===== src/rtl/vedic_div_pkg.sv =====
// vedic_div_pkg: shared widths and FSM state encoding for the 8-by-4 restoring divider
package vedic_div_pkg;
    localparam int DIV_DW  = 8;
    localparam int DIV_VW  = 4;
    localparam int STEP_CW = $clog2(DIV_DW);

    typedef enum logic [1:0] {
        IDLE,
        RUN,
        DONE
    } div_state_t;
endpackage


===== src/rtl/div_step.sv =====
// div_step: one combinational restoring-division step (shift in a dividend bit, trial-subtract, keep or restore)
module div_step #(
    parameter int VW = 4
) (
    input  logic [VW-1:0] i_rem,
    input  logic          i_bit,
    input  logic [VW-1:0] i_div,
    output logic [VW-1:0] o_rem,
    output logic          o_q
);
    logic [VW:0]   w_sh;
    logic [VW-1:0] w_diff;

    // A successful trial leaves a result below the divisor, so the low VW bits of the difference are exact
    always_comb begin
        w_sh   = {i_rem, i_bit};
        w_diff = w_sh[VW-1:0] - i_div;
        o_q    = w_sh >= {1'b0, i_div};
        o_rem  = o_q ? w_diff : w_sh[VW-1:0];
    end
endmodule


===== src/rtl/vedic_8by4_divider.sv =====
// vedic_8by4_divider: sequential restoring divider, one quotient bit per clock; macro DIV_ZERO_DETECT_EN enables the 1-cycle divide-by-zero shortcut
module vedic_8by4_divider
    import vedic_div_pkg::*;
#(
    parameter int DW = DIV_DW,
    parameter int VW = DIV_VW
) (
    input  logic          clk,
    input  logic          rst,
    input  logic          i_start,
    input  logic [DW-1:0] i_dividend,
    input  logic [VW-1:0] i_divisor,
    output logic          o_busy,
    output logic          o_done,
    output logic [DW-1:0] o_quotient,
    output logic [VW-1:0] o_remainder,
    output logic          o_div_zero
);
    div_state_t         r_state;
    logic [STEP_CW-1:0] r_cnt;
    logic [DW-1:0]      r_dvd;
    logic [VW-1:0]      r_dvs;
    logic [VW-1:0]      r_rem;
    logic               r_busy;
    logic               r_done;
    logic [DW-1:0]      r_quo;
    logic [VW-1:0]      r_rmd;
    logic [VW-1:0]      w_rem;
    logic               w_q;

    div_step #(.VW(VW)) u_step (
        .i_rem (r_rem),
        .i_bit (r_dvd[DW-1]),
        .i_div (r_dvs),
        .o_rem (w_rem),
        .o_q   (w_q)
    );

`ifdef DIV_ZERO_DETECT_EN
    logic r_dz;

    // Divide-by-zero flag tracks the most recent result only
    always_ff @(posedge clk or posedge rst) begin
        if (rst)
            r_dz <= 1'b0;
        else if (r_state != RUN && i_start)
            r_dz <= (i_divisor == '0) ? 1'b1 : r_dz;
        else if (r_state == RUN && r_cnt == STEP_CW'(DW-1))
            r_dz <= 1'b0;
    end

    assign o_div_zero = r_dz;
`else
    assign o_div_zero = 1'b0;
`endif

    // Control FSM and datapath: r_dvd shifts dividend bits out the top while quotient bits enter the bottom
    always_ff @(posedge clk or posedge rst) begin
        if (rst) begin
            r_state <= IDLE;
            r_cnt   <= '0;
            r_dvd   <= '0;
            r_dvs   <= '0;
            r_rem   <= '0;
            r_busy  <= 1'b0;
            r_done  <= 1'b0;
            r_quo   <= '0;
            r_rmd   <= '0;
        end else begin
            r_done <= 1'b0;
            case (r_state)
                IDLE, DONE: begin
                    if (i_start) begin
                        r_dvd <= i_dividend;
                        r_dvs <= i_divisor;
                        r_rem <= '0;
                        r_cnt <= '0;
`ifdef DIV_ZERO_DETECT_EN
                        if (i_divisor == '0) begin
                            r_state <= DONE;
                            r_done  <= 1'b1;
                            r_quo   <= '1;
                            r_rmd   <= i_dividend[VW-1:0];
                        end else begin
                            r_state <= RUN;
                            r_busy  <= 1'b1;
                        end
`else
                        r_state <= RUN;
                        r_busy  <= 1'b1;
`endif
                    end else begin
                        r_state <= IDLE;
                    end
                end
                RUN: begin
                    r_dvd <= {r_dvd[DW-2:0], w_q};
                    r_rem <= w_rem;
                    r_cnt <= r_cnt + 1'b1;
                    if (r_cnt == STEP_CW'(DW-1)) begin
                        r_state <= DONE;
                        r_busy  <= 1'b0;
                        r_done  <= 1'b1;
                        r_quo   <= {r_dvd[DW-2:0], w_q};
                        r_rmd   <= w_rem;
                    end
                end
                default: r_state <= IDLE;
            endcase
        end
    end

    assign o_busy      = r_busy;
    assign o_done      = r_done;
    assign o_quotient  = r_quo;
    assign o_remainder = r_rmd;
endmodule


===== config.mk =====
export PLATFORM = sky130hd
export DESIGN_NAME = vedic_8by4_divider
export DESIGN_NICKNAME = d
export VERILOG_FILES = /design/src/rtl/vedic_div_pkg.sv /design/src/rtl/div_step.sv /design/src/rtl/vedic_8by4_divider.sv
export SDC_FILE = /design/constraint.sdc
export NUM_CORES = 1
export LEC_CHECK = 0
export CAP_MARGIN = 15
export CORE_ASPECT_RATIO = 1.2
export CORE_UTILIZATION = 40
export CTS_CLUSTER_SIZE = 30
export DETAILED_ROUTE_END_ITERATION = 12
export HOLD_SLACK_MARGIN = 0.15
export PLACE_DENSITY_LB_ADDON = 0.1
export SYNTH_ARGS = -nofsm -noshare
export SYNTH_HDL_FRONTEND = slang
export SYNTH_SLANG_ARGS = --single-unit

===== constraint.sdc =====
create_clock -name clk -period 3.3 [get_ports clk]
set_input_delay 0.825 -clock clk [delete_from_list [all_inputs] [get_ports clk]]
set_output_delay 0.825 -clock clk [all_outputs]
set_load 0.03 [all_outputs]

# --- Yosys cells after proc, flatten, opt, wreduce, memory -nomap -nowiden ---
# Index checks and enable logic that the tools add are counted.
word_totals:
  register_bits: 35
  inputBits: 15
  out_inout_bits: 15
  word_cells: 39
op_classes:
  n_addsub: 2
  order_cmp: 1
  eq_ne: 5
  mux: 15
  n_reduce_logical: 7
ops:
  columns: ["op", "count"]
  rows:
  - ["one-hot mux 8 bit (2 select lines)", 1]
  - ["2-to-1 mux 4 bit", 2]
  - ["2-to-1 mux 8 bit", 1]
  - ["one-hot mux 4 bit (2 select lines)", 1]
  - ["one-hot mux 3 bit (2 select lines)", 1]
  - ["AND reduction 2 bit", 3]
  - [">= comparator 5 x 4 -> 1 bit", 1]
  - ["2-to-1 mux 1 bit", 5]
  - ["inequality test 2 bit, second input constant", 2]
  - ["one-hot mux 2 bit (2 select lines)", 1]
  - ["subtractor 4 bit", 1]
  - ["adder 3 x 1 -> 3 bit, second input constant", 1]
  - ["== test 3 bit, second input constant", 1]
  - ["2-to-1 mux 3 bit", 1]
  - ["AND reduction 3 bit", 1]
  - ["== test 2 x 1 -> 1 bit, second input constant", 1]
  - ["== test 2 bit, second input constant", 1]
  - ["logical NOT 2 bit", 1]
  - ["2-to-1 mux 2 bit", 1]
  - ["one-hot mux 1 bit (2 select lines)", 1]
  - ["nonzero test 2 bit", 1]
  - ["OR reduction 2 bit", 1]

# --- Longest topological paths before layout ---
# Gate-level depths: netlist (run 1).
logic_depth:
  ltp_word: 4
  depth_mapped: 6
  mapped_depth_nobuf: 6

# --- Modules after synthesis ---
# Synthesis (run 1) repeated with hierarchy kept, for this count alone.
unflattened:
  cells_unflattened: 143
  area_unflattened_um2: 1868.0
modules_own_cells:
  columns: ["module", "instances", "cells_each", "area_each_um2", "seq_area_each_um2"]
  rows:
  - ["vedic_8by4_divider", 1, 115, 1644.1, 875.8]
  - ["div_step", 1, 28, 224.0, 0.0]

# --- Worst setup path after synthesis (run 1) ---
# Ideal clock, no wire load.
synth_path:
  path_kind: "in2reg"
  start: "input port i_start"
  end: "register r_rem[0]"
  setup_time_ns: 0.092
  t_arrival_ns: 1.523
  required_ns: 3.208
  slack_ns: 1.685
  cell_stages: 6
  path_buffers: 2
  cell_sequence: "nor2b_1 > buf_2 > nor2_2 > buf_4 > nand2_1 > o31ai_2"
synth_via:
  elab_chain_len: 2
synth_lines:
  columns: ["item", "line", "text"]
  rows:
  - ["start, declared", "vedic_8by4_divider.sv:10", "input logic i_start,"]
  - ["inequality test 2 bit (no line)", null, null]
  - ["AND reduction 2 bit (no line)", null, null]
  - ["end signal, assigned", "vedic_8by4_divider.sv:98", "r_rem <= w_rem;"]
  - ["end, declared", "vedic_8by4_divider.sv:23", "logic [VW-1:0] r_rem;"]
# No other way between the ends.
# A chain may end at the register's enable or synchronous reset.

# --- Worst setup path after layout (run 1) ---
layout_path:
  start: "register r_quo[1] (netlist: o_quotient[1])"
  end: "output port o_quotient[1]"
layout_rtl:
  columns: ["item", "line", "text"]
  rows:
  - ["start, declared", "vedic_8by4_divider.sv:26", "logic [DW-1:0] r_quo;"]
  - ["start signal, assigned", "vedic_8by4_divider.sv:104", "r_quo <= {r_dvd[DW-2:0], w_q};"]
  - ["end, declared", "vedic_8by4_divider.sv:15", "output logic [DW-1:0] o_quotient,"]
# No word-level cell between the ends.

==> results of run 1 <==
## final cells by class
| type | instances | area, um2 |
|---|---|---|
| fill | 346 | 1650 |
| sequential | 35 | 876 |
| multi-input combinational | 94 | 656 |
| timing repair buffer | 31 | 303 |
| clock buffer | 5 | 68.8 |
| clock inverter | 3 | 67.6 |
| tap | 52 | 65.1 |
| inverter | 10 | 37.5 |
## sequential cells by signal (all words and copies together) (netlist names)
| signal | cells |
|---|---|
| o_quotient | 8 |
| r_dvd | 8 |
| o_remainder | 4 |
| r_dvs | 4 |
| r_rem | 4 |
| r_cnt | 3 |
| r_state | 2 |
| o_busy | 1 |
| o_done | 1 |
## worst max-delay path by stage
stage | start | end | slack (ns) | cells after the start
CTS | o_quotient[1]$_DFFE_PP0P_ | o_quotient[1] | 1.14 | 1
floorplan | i_start | r_rem[0]$_DFFE_PP0P_ | 1.69 | 6
finish | o_quotient[1]$_DFFE_PP0P_ | o_quotient[1] | 1.16 | 1
global route | o_remainder[0]$_DFFE_PP0P_ | o_remainder[0] | 1.10 | 1
global placement | i_start | r_dvs[0]$_DFFE_PP0P_ | 1.06 | 4
detailed placement | i_start | r_dvd[7]$_DFFE_PP0P_ | 1.02 | 5
## cell usage in the layout (no fill, tap or decap), types with 2 or more instances in the layout
cell / netlist / layout
clkbuf_8: 0 / 5
and3_1: 3 / 3
dfrtp_1: 35 / 35
bufinv_16: 0 / 2
nand2_1: 26 / 26
a21o_1: 2 / 2
buf_4: 3 / 3
nor2_1: 4 / 4
ha_1: 6 / 6
nand2b_1: 2 / 2
nor3_1: 2 / 2
mux2_2: 8 / 8
o31ai_1: 4 / 4
a22o_1: 2 / 2
o21ai_0: 6 / 6
a21oi_1: 5 / 5
o31ai_2: 4 / 4
nor2b_1: 2 / 2
nor2_2: 2 / 2
clkdlybuf4s50_1: 0 / 28
inv_1: 10 / 10
a22oi_1: 7 / 7
## cell families (layout without fill, tap and decap cells)
| kind of cell | after synthesis | after routing | share of synthesized area [%] |
|---|---|---|---|
| buffers and inverters | 16 | 49 | 4.67 |
| xor gates and xnor gates | 1 | 1 | 0.545 |
| other | 1 | 1 | 0.233 |
| DFF | 35 | 35 | 54.5 |
| AOI/OAI and AO/OA | 34 | 34 | 16.1 |
| and+or+nand+nor | 43 | 43 | 12.4 |
| adders and majority gates | 7 | 7 | 5.92 |
| muxes | 8 | 8 | 5.61 |
## per-layer routing
| layer | global-route usage (%) | vias up | wire length, um |
|---|---|---|---|
| met5 | 0 | - | 0 |
| met4 | 6.98 | 0 | 52 |
| met3 | 4.87 | 6 | 147 |
| met2 | 26.2 | 28 | 1450 |
| met1 | 19.5 | 547 | 1390 |
| li1 | - | 557 | - |
## power by group
part | total [W] | internal [W] | switching, W
registers | 0.000772 | 0.000646 | 0.000127
clock network | 0.000462 | 0.000301 | 0.000161
logic | 0.00121 | 0.000522 | 0.000691
## per-stage QoR
| step | cell area, um2 | utilization, % | total power (W) | hold slack (ns) | worst slack, ns |
|---|---|---|---|---|---|
| 2_1_floorplan | 1610 | - | 0.00166 | 0.463 | 1.69 |
| 3_5_place_dp | 1940 | 52.0 | 0.00200 | 0.469 | 1.02 |
| 4_1_cts | 2070 | 55.7 | 0.00247 | 0.485 | 1.14 |
| 3_3_place_gp | 1940 | 52.0 | 0.00198 | 0.463 | 1.06 |
| 6_report | 2070 | 55.7 | 0.00245 | 0.479 | 1.16 |
| 5_1_grt | 2070 | 55.7 | 0.00264 | 0.504 | 1.10 |
==> summary.txt, run 1 <==
Run status
  • Status: completed

Clock network
  • Number of H-tree levels: 2
  • Max Buffers Root-to-Sink: 2
  • CTS-repair resized insts: 0
  • CTS tree: built
  • Sink Count: 35
  • Clock slew at reported path FFs: 0.07 ns
  • CTS root buf: clkbuf_8
  • CTS Hold Bufs: 0
  • Post CTS Setup Buffer Count: 0
  • CTS buffer count: 5
  • Clk_lat worst skew: approximately 0.29 ns

Synthesis
  • Synth top area cells: dfrtp_1, nand2_1, mux2_2
  • Mapped cell area: approximately 1600 um2
  • Average cell area after synthesis: roughly 11 um2
  • Yosys top cell by area: dfrtp_1
  • Commonest cells in the netlist: dfrtp_1, nand2_1, inv_1
  • Seq/Total Area, Yosys: 54.5%
  • Ys async rst share: 100%
  • Number of enable flip-flop cells after synthesis: 0
  • Mapped Nets: roughly 170
  • FF+latch count, synth: 35
  • Cell with the most instances after synthesis: dfrtp_1
  • Synth cell types: 29
  • Synth warn: 0
  • Synth Instances: around 150
  • Synth top area share: a little over half
  • Main synth FF type: dfrtp_1

Cells and area
  • Final Non-Filler Cells: 230
  • Layout cell share with drive strength beyond 1: 16.3%
  • Area Overhead vs Synth: 29.0%
  • Ant diodes: 0
  • Layout Nets: 199

Drt
  • Detailed-route wire length per cell: 13.2 um
  • Drt drc: 0
  • Via count: between 1000 and 1500
  • Drt total wl: approximately 3000 um
  • DR iter-0 viols: 63
  • Drt pass-1 iters: 4
  • Vias per Instance: between 4 and 5
  • DRT antenna net count: 0

Setup path
  • CP delay by family, top: buffers and inverters
  • Crit path buffers/inverters: 1
  • Reg-to-reg critical path startpoint: r_dvs[0]$_DFFE_PP0P_
  • Worst Path Max Fanout: 2
  • Startpoint class of the critical path: register
  • R2R setup slack: about 1.7 ns
  • Reg-to-reg critical path endpoint: r_rem[2]$_DFFE_PP0P_
  • R2R depth: 5
  • Crit Path Category: register to primary output
  • Worst setup EP type: primary output
  • Critical path arrival: 1.31 ns
  • Crit-path slowest cell: clkdlybuf4s50_1
  • Worst EP required: about 2.5 ns
  • Critical path cell sequence: clkdlybuf4s50_1
  • CP peak stage delay: 0.67 ns

Floorplanning
  • Die W: about 60 um
  • I/O pins: 30
  • Die height: a little over 70 um
  • Starting Density: a little over two fifths
  • Die area: 4270 um2
  • CORE AREA: roughly 3700 um2
  • Num rows: 24

STA
  • Post-route clock period utilization: between 60% and 70%
  • RSZ-0062 raised after global routing: no
  • Fin. Hold Viols: 0
  • Final setup viols: 0
  • Final Skew: ~0.0061 ns
  • Achievable Freq: 468 MHz
  • Sum Neg Setup Slack: 0 ns
  • Slew @ Worst Pin: ~0.60 ns
  • Slew headroom: 60.2%
  • Final Max Slew Viols: 0
  • Crit path time final: around 2.1 ns

Hold path
  • Hold Path Sink: o_remainder[2]$_DFFE_PP0P_
  • Min-Delay Path Class: register to register
  • WHS Path Cells: 2
  • Hold_sp: o_remainder[2]$_DFFE_PP0P_

Power and ir drop
  • Worst VDD drop: between 0.0004 and 0.0005 V
  • Power per cell area: between 1000 and 1500 nW/um2
  • Leak: approximately 0.95 nW

GRT
  • Initial antenna violation count: 0
  • Largest net degree at the start of global routing: 36
  • Global Route Usage Sum: between 10% and 20%
  • First-pass GRT wire length: approximately 5100 um
  • Number of global-route vias before repair: 1120
  • Global route overflow: 0

Flow run
  • Max-cap check violation count: 0

Place
  • Dpl hpwl: between 2000 and 2500 um
  • Placed insts: 222
  • RePlAce Congestion: between 0.7 and 0.8
  • Buffers on Ports: 28
No activity file was read; power rests on OpenSTA's default activity.
==> run 2: changes to the inputs <==
Clock period 3.3 ns to 2 ns, I/O delays scaled along.
==> run 2 against run 1 <==
Net effect:
- cell area down 2.0%
- clock skew is 0.0045 ns higher
- first-iteration DRC count decreased by 11%
- routed wire length up 4.1%
- non-clock buffer count up 1
- core utilization is 1.1 points lower
- global-route usage up 1.1 points
- final cell count unchanged
- critical path type unchanged
- largest power group unchanged
==> summary.txt, run 2 (synthesis results as in run 1) <==
STA
  • Post-route clock period utilization: around 91%
  • Achievable Freq: roughly 550 MHz
  • Slew @ Worst Pin: 0.588 ns (-0.00859 ns)
  • Final Max Slew Viols: 0 (unchanged)
  • Final setup viols: 0 (unchanged)
  • RSZ-0062 raised after global routing: no
  • Sum Neg Setup Slack: 0 ns (unchanged)
  • Slew headroom: 60.8% (+0.57 points)
  • Worst Setup Slack, final: 0.186 ns (-0.977 ns)
  • Fin. Hold Viols: 0 (unchanged)
  • Crit path time final: 1.81 ns
  • Final Skew: 0.0106 ns (+0.00451 ns)

Clock network
  • CTS buffer count: 5 (unchanged)
  • Clk_lat worst skew: 0.29 ns (about the same)
  • Sink Count: 35 (unchanged)
  • CTS root buf: clkbuf_8
  • CTS-repair resized insts: 0 (unchanged)
  • Number of H-tree levels: 2 (unchanged)
  • CTS tree: built
  • CTS Hold Bufs: 0 (unchanged)
  • Clock slew at reported path FFs: 0.07 ns (about the same)
  • Max Buffers Root-to-Sink: 2 (unchanged)
  • Post CTS Setup Buffer Count: 0 (unchanged)

Setup path
  • Worst Path Max Fanout: 2 (unchanged)
  • Crit path buffers/inverters: 1 (unchanged)
  • Crit-path slowest cell: clkdlybuf4s50_1
  • CP peak stage delay: 0.67 ns (about the same)
  • R2R setup slack: 0.29 ns (-1.37 ns)
  • CP delay by family, top: buffers and inverters
  • Crit Path Category: register to primary output
  • Critical path arrival: 1.31 ns (about the same)
  • Reg-to-reg critical path startpoint: r_dvd[7]$_DFFE_PP0P_
  • R2R depth: 6 (+1)
  • Critical path depth in cells: 1 (unchanged)
  • Crit path launch: o_remainder[0]$_DFFE_PP0P_
  • Critical path cell sequence: clkdlybuf4s50_1
  • Startpoint class of the critical path: register
  • Crit path capture: o_remainder[0]
  • Worst EP required: 1.50 ns (-0.97 ns)
  • Reg-to-reg critical path endpoint: r_rem[2]$_DFFE_PP0P_
  • Worst setup EP type: primary output

Power and ir drop
  • Sw Share: 42.2% (+2.2 points)
  • Worst VDD drop: 0.000740 V (+61%)
  • Clock network power share: 13.6% (-5.3 points)
  • Int Pwr: 0.00221 W (+50%)
  • Leak: 0.939 nW (-1.3%)
  • Power per cell area: 1880 nW/um2 (+59%)
  • Flop pwr share: 33.3% (+1.7 points)
  • Switching pwr: 0.00161 W (+65%)
  • Combinational power share: 53.2% (+3.6 points)

Floorplanning
  • I/O pins: 30 (unchanged)
  • CORE AREA: 3720 um2 (unchanged)
  • Starting Density: 43.1% (unchanged)
  • Die height: 71.4 um (unchanged)
  • Die area: 4270 um2 (unchanged)
  • Num rows: 24 (unchanged)
  • Die W: 59.9 um (unchanged)

Cells and area
  • Layout Nets: 200 (+0.50%)
  • FF/Latch Area: 876 um2 (unchanged)
  • Fillers: 360 (+4.0%)
  • Most common cell after layout, fill and taps aside: dfrtp_1
  • Most frequent cells in the layout: dfrtp_1, clkdlybuf4s50_1, nand2_1
  • Area Overhead vs Synth: 26.5%
  • Final Non-Filler Cells: 230 (unchanged)
  • Ant diodes: 0 (unchanged)
  • Footprint of the multi-input gates: 656 um2 (unchanged)
  • Final instance area: 2030 um2 (-2.0%)
  • Layout cell share with drive strength beyond 1: 16.3% (unchanged)

GRT
  • Met2 usage: 26.8% (+0.62 points)
  • Global route overflow: 0 (unchanged)
  • Number of global-route vias before repair: 1152 (+2.9%)
  • Met3 Use GR: 5.23% (+0.36 points)
  • Largest net degree at the start of global routing: 36 (unchanged)
  • Grt peak-use layer: met2
  • First-pass GRT wire length: 5410 um (+7.0%)
  • GR Layer Usage met1: 22.5% (+3.0 points)
  • Global Route Usage Sum: 17.2% (+1.1 points)
  • Initial antenna violation count: 0 (unchanged)

Drt
  • Vias per Instance: 5.08 (+2.6%)
  • Via count: 1168 (+2.6%)
  • DR iter-0 viols: 56 (-11%)
  • Detailed-route wire length per cell: 13.8 um (+4.1%)
  • Drt drc: 0 (unchanged)
  • Drt total wl: 3160 um (+4.1%)
  • DRT antenna net count: 0 (unchanged)
  • Drt pass-1 iters: 4 (unchanged)

Place
  • Dpl hpwl: 2180 um (+3.7%)
  • Buffers on Ports: 28 (unchanged)
  • RePlAce Congestion: 0.754 (+1.5%)
  • DP Worst Slack: 0.0850 ns (-0.939 ns)
  • Placed insts: 223 (+0.45%)
  • Placed Area: 1940 um2 (+0.39%)

Hold path
  • Hold_sp: o_quotient[0]$_DFFE_PP0P_
  • Min-Delay Path Class: register to register

Flow run
  • Max-cap check violation count: 0 (unchanged)

Run status
  • Status: completed
==> run 2: changes by cell type in the layout (fill, tap and decap cells not counted) <==
cell        previous run  this run
clkinvlp_4             1         0
clkbuf_8               5         6
buf_4                  3         4
clkinv_2               0         1
bufinv_16              2         0
==> run 2: how the worst min path moves through the flow <==
stage	endpoint	slack, ns	cells past startpoint
2_1_floorplan	r_dvd[1]$_DFFE_PP0P_	0.46	2
3_3_place_gp	o_quotient[0]$_DFFE_PP0P_	0.47	2
3_5_place_dp	o_quotient[0]$_DFFE_PP0P_	0.47	2
4_1_cts	o_quotient[0]$_DFFE_PP0P_	0.49	2
5_1_grt	r_cnt[2]$_DFFE_PP0P_	0.52	1
6_report	o_quotient[0]$_DFFE_PP0P_	0.48	2
==> run 2: final cells by class <==
class	count	share of cell area, %
Sequential cell	35	43.1
Timing Repair Buffer	32	15.3
Multi-Input combinational cell	94	32.3
Clock buffer	6	4.06
Inverter	10	1.85
Tap cell	52	3.20
Clock inverter	1	0.246
==> run 2: power groups by stage <==
stage / Combinational, W / Sequential (W) / Clock (W)
2_1_floorplan: 0.00123 / 0.00151 / 0
3_3_place_gp: 0.00200 / 0.00128 / 0
3_5_place_dp: 0.00204 / 0.00128 / 0
4_1_cts: 0.00205 / 0.00127 / 0.000533
5_1_grt: 0.00224 / 0.00132 / 0.000568
6_report: 0.00203 / 0.00127 / 0.000518
==> run 2: layer usage <==
metal | part of all wire, % | wire, um
met1 | 45 | 1430
met2 | 48 | 1520
met3 | 5.2 | 166
met4 | 1.6 | 50
met5 | 0 | 0
==> run 2: per-stage QoR <==
stage	utilization, %	total power [W]	hold WS [ns]
final	54.6	0.00382	0.484
after global placement	52.2	0.00327	0.467
after global routing	54.6	0.00413	0.517
after detailed placement	52.2	0.00333	0.469
after CTS	54.6	0.00386	0.486
after floorplan	-	0.00274	0.463
==> run 3: changes to the inputs <==
Settings changed: CTS_CLUSTER_DIAMETER set to 150.
==> results of run 3 <==
Same layout as run 2: the final DEF is identical, and so are final timing and power.
